## src/rtl/trdb_pkg.sv

```systemverilog
// trdb_pkg: shared types for the trace trigger unit
package trdb_pkg;
  typedef enum logic [1:0] {
    DISARMED   = 2'd0,
    WAIT_START = 2'd1,
    TRACING    = 2'd2,
    STOP_WAIT  = 2'd3
  } trig_state_e;
  typedef enum logic {
    TRIG_SINGLE = 1'b0,
    TRIG_REPEAT = 1'b1
  } trig_mode_e;
endpackage

```

## src/rtl/trdb_trigger_if.sv

```systemverilog
// trdb_trigger_if: config, retired-instruction stream and trace request bundle
interface trdb_trigger_if #(
  parameter int XLEN    = 32,
  parameter int DELAY_W = 8
);
  logic               arm_i;
  logic               mode_i;
  logic               start_en_i;
  logic               stop_en_i;
  logic [XLEN-1:0]    start_addr_i;
  logic [XLEN-1:0]    stop_addr_i;
  logic [DELAY_W-1:0] stop_delay_i;
  logic               inst_valid_i;
  logic [XLEN-1:0]    iaddr_i;
  logic               trace_req_on_o;
  logic               trace_req_off_o;
  logic               tracing_o;
  logic [1:0]         state_o;
  modport master (
    output arm_i, mode_i, start_en_i, stop_en_i, start_addr_i, stop_addr_i,
           stop_delay_i, inst_valid_i, iaddr_i,
    input  trace_req_on_o, trace_req_off_o, tracing_o, state_o
  );
  modport slave (
    input  arm_i, mode_i, start_en_i, stop_en_i, start_addr_i, stop_addr_i,
           stop_delay_i, inst_valid_i, iaddr_i,
    output trace_req_on_o, trace_req_off_o, tracing_o, state_o
  );
endinterface

```

## src/rtl/trdb_trigger.sv

```systemverilog
// trdb_trigger: address-match start/stop trigger with retired-instruction stop hold-off
module trdb_trigger
  import trdb_pkg::*;
#(
  parameter int XLEN    = 32,
  parameter int DELAY_W = 8
) (
  input  logic          clk_i,
  input  logic          rst_ni,
  trdb_trigger_if.slave bus
);
  trig_state_e        state_q, state_d, exit_st;
  logic [DELAY_W-1:0] cnt_q, cnt_d;
  logic               arm_prev_q;
  logic               on_q, on_d, off_q, off_d;
  logic               start_hit, stop_hit, last, in_trace, stop_now;
  assign start_hit = bus.inst_valid_i & bus.start_en_i & (bus.iaddr_i[XLEN-1:0] == bus.start_addr_i[XLEN-1:0]);
  assign stop_hit  = bus.inst_valid_i & bus.stop_en_i & (bus.iaddr_i[XLEN-1:0] == bus.stop_addr_i[XLEN-1:0]);
  assign last      = bus.inst_valid_i & (cnt_q == DELAY_W'(1));
  assign in_trace  = (state_q == TRACING) | (state_q == STOP_WAIT);
  assign stop_now  = ((state_q == TRACING) & stop_hit & (bus.stop_delay_i == '0)) | ((state_q == STOP_WAIT) & last);
  assign exit_st   = (trig_mode_e'(bus.mode_i) == TRIG_REPEAT) ? WAIT_START : DISARMED;
  always_ff @(posedge clk_i or negedge rst_ni) begin
    if (!rst_ni) begin
      state_q    <= DISARMED;
      cnt_q      <= '0;
      arm_prev_q <= 1'b0;
      on_q       <= 1'b0;
      off_q      <= 1'b0;
    end else begin
      state_q    <= state_d;
      cnt_q      <= cnt_d;
      arm_prev_q <= bus.arm_i;
      on_q       <= on_d;
      off_q      <= off_d;
    end
  end
  always_comb begin
    state_d = state_q;
    case (state_q)
      DISARMED:   state_d = (bus.arm_i & ~arm_prev_q) ? WAIT_START : DISARMED;
      WAIT_START: state_d = start_hit ? TRACING : WAIT_START;
      TRACING:    state_d = !stop_hit ? TRACING : (bus.stop_delay_i == '0) ? exit_st : STOP_WAIT;
      STOP_WAIT:  state_d = last ? exit_st : STOP_WAIT;
      default:    state_d = DISARMED;
    endcase
    if (!bus.arm_i) state_d = DISARMED;
  end
  always_comb begin
    on_d  = bus.arm_i & (state_q == WAIT_START) & start_hit;
    off_d = in_trace & (~bus.arm_i | stop_now);
    cnt_d = !bus.arm_i ? '0 :
            ((state_q == TRACING) & stop_hit) ? bus.stop_delay_i :
            ((state_q == STOP_WAIT) & bus.inst_valid_i & (cnt_q != '0)) ? cnt_q - DELAY_W'(1) :
            cnt_q;
  end
  assign bus.trace_req_on_o  = on_q;
  assign bus.trace_req_off_o = off_q;
  assign bus.tracing_o       = in_trace;
  assign bus.state_o         = state_q;
endmodule

```

## src/flat_wrapper.sv

```systemverilog
// flat-port wrapper written by rule: the top's interface ports become plain ports
module trdb_trigger_flat import trdb_pkg::*;
#(
  parameter int XLEN    = 32,
  parameter int DELAY_W = 8
)
  (clk_i, rst_ni, bus_arm_i, bus_mode_i, bus_start_en_i, bus_stop_en_i, bus_start_addr_i, bus_stop_addr_i, bus_stop_delay_i, bus_inst_valid_i, bus_iaddr_i, bus_trace_req_on_o, bus_trace_req_off_o, bus_tracing_o, bus_state_o);
  trdb_trigger_if #(.XLEN(XLEN), .DELAY_W(DELAY_W)) bus_i ();
  input  logic clk_i;
  input  logic rst_ni;
  input wire logic [$bits(bus_i.arm_i)-1:0] bus_arm_i;
  input wire logic [$bits(bus_i.mode_i)-1:0] bus_mode_i;
  input wire logic [$bits(bus_i.start_en_i)-1:0] bus_start_en_i;
  input wire logic [$bits(bus_i.stop_en_i)-1:0] bus_stop_en_i;
  input wire logic [$bits(bus_i.start_addr_i)-1:0] bus_start_addr_i;
  input wire logic [$bits(bus_i.stop_addr_i)-1:0] bus_stop_addr_i;
  input wire logic [$bits(bus_i.stop_delay_i)-1:0] bus_stop_delay_i;
  input wire logic [$bits(bus_i.inst_valid_i)-1:0] bus_inst_valid_i;
  input wire logic [$bits(bus_i.iaddr_i)-1:0] bus_iaddr_i;
  output wire logic [$bits(bus_i.trace_req_on_o)-1:0] bus_trace_req_on_o;
  output wire logic [$bits(bus_i.trace_req_off_o)-1:0] bus_trace_req_off_o;
  output wire logic [$bits(bus_i.tracing_o)-1:0] bus_tracing_o;
  output wire logic [$bits(bus_i.state_o)-1:0] bus_state_o;
  assign bus_i.arm_i = bus_arm_i;
  assign bus_i.mode_i = bus_mode_i;
  assign bus_i.start_en_i = bus_start_en_i;
  assign bus_i.stop_en_i = bus_stop_en_i;
  assign bus_i.start_addr_i = bus_start_addr_i;
  assign bus_i.stop_addr_i = bus_stop_addr_i;
  assign bus_i.stop_delay_i = bus_stop_delay_i;
  assign bus_i.inst_valid_i = bus_inst_valid_i;
  assign bus_i.iaddr_i = bus_iaddr_i;
  assign bus_trace_req_on_o = bus_i.trace_req_on_o;
  assign bus_trace_req_off_o = bus_i.trace_req_off_o;
  assign bus_tracing_o = bus_i.tracing_o;
  assign bus_state_o = bus_i.state_o;
  trdb_trigger #(.XLEN(XLEN), .DELAY_W(DELAY_W)) u_core (.clk_i(clk_i), .rst_ni(rst_ni), .bus(bus_i));
endmodule
```

## config.mk

```make
export PLATFORM = sky130hd
export DESIGN_NAME = trdb_trigger_flat
export DESIGN_NICKNAME = d
export VERILOG_FILES = /design/src/rtl/trdb_pkg.sv /design/src/rtl/trdb_trigger_if.sv /design/src/rtl/trdb_trigger.sv /design/src/flat_wrapper.sv
export SDC_FILE = /design/constraint.sdc
export NUM_CORES = 1
export LEC_CHECK = 0
export ABC_AREA = 1
export BUFFER_PORTS_ARGS = -buffer_cell sky130_fd_sc_hd__buf_2
export CORE_ASPECT_RATIO = 1.2
export CORE_UTILIZATION = 47
export DETAILED_ROUTE_END_ITERATION = 16
export GPL_ROUTABILITY_DRIVEN = 0
export HOLD_SLACK_MARGIN = 0.1
export MAX_ROUTING_LAYER = met4
export PLACE_DENSITY = 0.82
export SLEW_MARGIN = 20
export SYNTH_ARGS = -nofsm -noshare
export SYNTH_HDL_FRONTEND = slang
export SYNTH_SLANG_ARGS = --single-unit
```

## constraint.sdc

```tcl
create_clock -name clk_i -period 1.5 [get_ports clk_i]
set_input_delay 0.075 -clock clk_i [delete_from_list [all_inputs] [get_ports clk_i]]
set_output_delay 0.075 -clock clk_i [all_outputs]
set_load 0.005 [all_outputs]
```

==> impl_metrics.toml <==
[layout]
drive_gt1_share_pct = 30.0
area_growth_pct = 39.7
fin_util_pct = 69.1
diodes = 0
fin_area_mm2 = 0.00320
layout.nets = 701
stdcell_count = 644

[global_route]
grt_usage_pct = 31.9
grt_pass1_wl_um = 12500
grt_pass1_vias = 3051
antenna_found_initial = 0
grt_max_degree = 14
grt_overflow = 0

[critical_path]
startpoint = "u_core.cnt_q[1]"
reg2reg_depth = 7
r2r_start = "u_core.cnt_q[1]"
crit_path_start_kind = "flop"
critPathArrivalTime_ns = 1.63
rr_endpoint = "u_core.cnt_q[7]"
worst-path-max-fanout = 8
regToRegSetupSlack_ns = 0.01
required_ns = 1.64
worstSetupPathType = "reg -> reg"
cp-endpoint = "u_core.cnt_q[7]"
critPathCaptureType = "flop"

[synthesis]
syn_avg_cell_area_um2 = 5.05
seq_area_frac_synth_pct = 14.2
netlist_instances = 453
synthesis.area_mm2 = 0.00229
synth_cell_type_count = 26
synthTopCellsByArea = "nand2_1 (32%), dfrtp_1 (14%), inv_1 (14%), nor2_1 (9.7%), xnor2_1 (6.5%)"
synth_seq_cells = 13
syn-num-nets = 567
yosysTopAreaCell = "nand2_1"
yosysWarnings = 0
synth_top_area_share_pct = 32.5

[clock_network]
tritoncts = "done"
clk_path_buf_depth = 2
cts.clk_slew.worst_paths_ns = 0.06
cts_max_level = 1
cts.sinks = 13
root_buffer = "clkbuf_8"
cts_buffers = 3
clk_latency_ns = 0.25

[floorplanning]
ioPinCount = 116
core_mm2 = 0.00463
die_h_um = 78.5
fp.dieW_um = 65.7
start_util_pct = 49.5
dieArea_mm2 = 0.00516
rows = 27

[timing]
fin_ws_ns = 0.0113
finalHoldViolCount = 0
period_minus_slack_ns = 1.49
holdWs_ns = 0.209
worst_pin_slew_ns = 0.326
rsz0062_at_grt = "yes"
tns_ns = 0
fin_crit_sh_pct = 99.2
drv_slew = 0
finalSetupViolations = 0
slew_headroom_pct = 78.1
fin_skew_ns = 0.00391
max_freq_mhz = 672

[flow_run]
drv_cap = 0

[drt]
drtPass1Iterations = 5
wire_per_inst_um = 12.2
drtIter0Drc = 214
post-route-drc-count = 0
vias = 3196
antenna_left = 0
wl_um = 7830
viasPerCell = 4.96

[hold_path]
hold_path.class = "in -> reg"
hold_depth = 4

[placement]
hpwl_um = 6730
dp_slack_ns = -0.0441
place.port_buffers = 115
postPlaceCellArea_mm2 = 0.00301
dp_cells = 634

[power]
power_mw = 1.94
power_density_mw_per_mm2 = 607
p_leak_nw = 2.06
vdd_ir_drop_max_v = 0.000424

[outcome]
outcome = "complete, no violations"
==> synthesized netlist by cell type <==
| cell type | count |
|---|---|
| nand2_1 | 198 |
| inv_1 | 86 |
| nor2_1 | 59 |
| nand4_1 | 22 |
| xnor2_1 | 17 |
| nand3_1 | 14 |
| dfrtp_1 | 13 |
| o21ai_0 | 6 |
| a21oi_1 | 5 |
| inv_2 | 4 |
| xor2_1 | 4 |
| ha_1 | 3 |
| nand2_2 | 3 |
| a31oi_1 | 2 |
| clkbuf_1 | 2 |
| nand3b_1 | 2 |
| nor3_1 | 2 |
| nor3b_1 | 2 |
| or2_2 | 2 |
| a21oi_4 | 1 |
| and3_1 | 1 |
| nand3_4 | 1 |
| nor2_2 | 1 |
| nor2_4 | 1 |
| nor2_8 | 1 |
| o2bb2ai_1 | 1 |
==> how the worst min path moves through the flow <==
stage,from,end,slack (ns)
2_1_floorplan,rst_ni,u_core.arm_prev_q,-0.22
3_3_place_gp,rst_ni,u_core.cnt_q[4],-0.02
3_5_place_dp,rst_ni,u_core.cnt_q[4],-0.03
4_1_cts,bus_stop_delay_i[0],u_core.bus.trace_req_off_o,0.20
5_1_grt,bus_stop_delay_i[0],u_core.bus.trace_req_off_o,0.23
6_report,bus_stop_delay_i[0],u_core.bus.trace_req_off_o,0.21
==> worst max-delay path: stages (launching register included) <==
cell and delay (ns):
dfrtp_2 0.45, inv_2 0.10, ha_4 0.12, nand4_1 0.15, a31oi_4 0.28, a21oi_4 0.13
nand2_1 0.10, nand2_2 0.06
==> cells by family (layout without fill, tap and decap cells) <==
logic type / Yosys count / in the layout / share of synthesized area, %
fa+ha+maj: 3 / 3 / 1.64
simple gates: 309 / 309 / 57.0
xor+xnor: 21 / 21 / 8.03
flops: 13 / 13 / 14.2
buf+inv: 92 / 225 / 15.1
compound gates: 15 / 15 / 4.04
==> layout by cell type (no fill, tap or decap), types with 2 or more instances in the layout <==
cell	netlist	layout
nand2_1	198	188
dlygate4sd3_1	0	2
buf_2	0	115
nand2_2	3	13
nor2_2	1	6
a21oi_1	5	5
clkbuf_8	0	3
nor2_4	1	2
dfrtp_2	0	5
nor2_1	59	53
nand4_1	22	22
o21ai_0	6	6
inv_1	86	83
buf_4	0	14
dfrtp_1	13	8
xnor2_1	17	17
or2_2	2	2
xor2_1	4	4
inv_2	4	6
nand3b_1	2	2
nor3b_1	2	2
nand3_1	14	13
==> per-layer routing <==
layer | global-route usage (%) | vias up | wire (µm)
li1 | - | 1628 | -
met1 | 33.2 | 1397 | 2880
met2 | 57.8 | 140 | 4080
met3 | 5.23 | 31 | 562
met4 | 13.7 | 0 | 305
met5 | - | - | 0
==> final cells by class <==
type,count,area (µm²)
sequential,13,332
clock inverter,1,5.00
fill,449,1430
clock buffer,3,41.3
inverter,90,343
multi-input combinational,348,1700
tap,58,72.6
timing repair buffer,131,701
==> state kept, by name (all words and copies together) (netlist names) <==
| register | flops |
|---|---|
| u_core.arm_prev_q | 1 |
| u_core.cnt_q | 8 |
| u_core.bus.state_o | 2 |
| u_core.bus.trace_req_off_o | 1 |
| u_core.bus.trace_req_on_o | 1 |
==> what timing repair did <==
item	in CTS	in global routing
endpoints found under the setup margin	8	10
hold buffers	2	0
setup buffers	0	4
hold endpoints to repair	14	0
gates resized for setup	1	33
pin swaps	0	15
==> report_power, final <==
part / leakage (nW) / total, mW / internal, mW / switching [mW]
combinational: 1.87 / 1.11 / 0.492 / 0.617
sequential: 0.164 / 0.512 / 0.416 / 0.0958
clock: 0.0255 / 0.319 / 0.184 / 0.136
No activity file was read; power rests on OpenSTA's default activity.
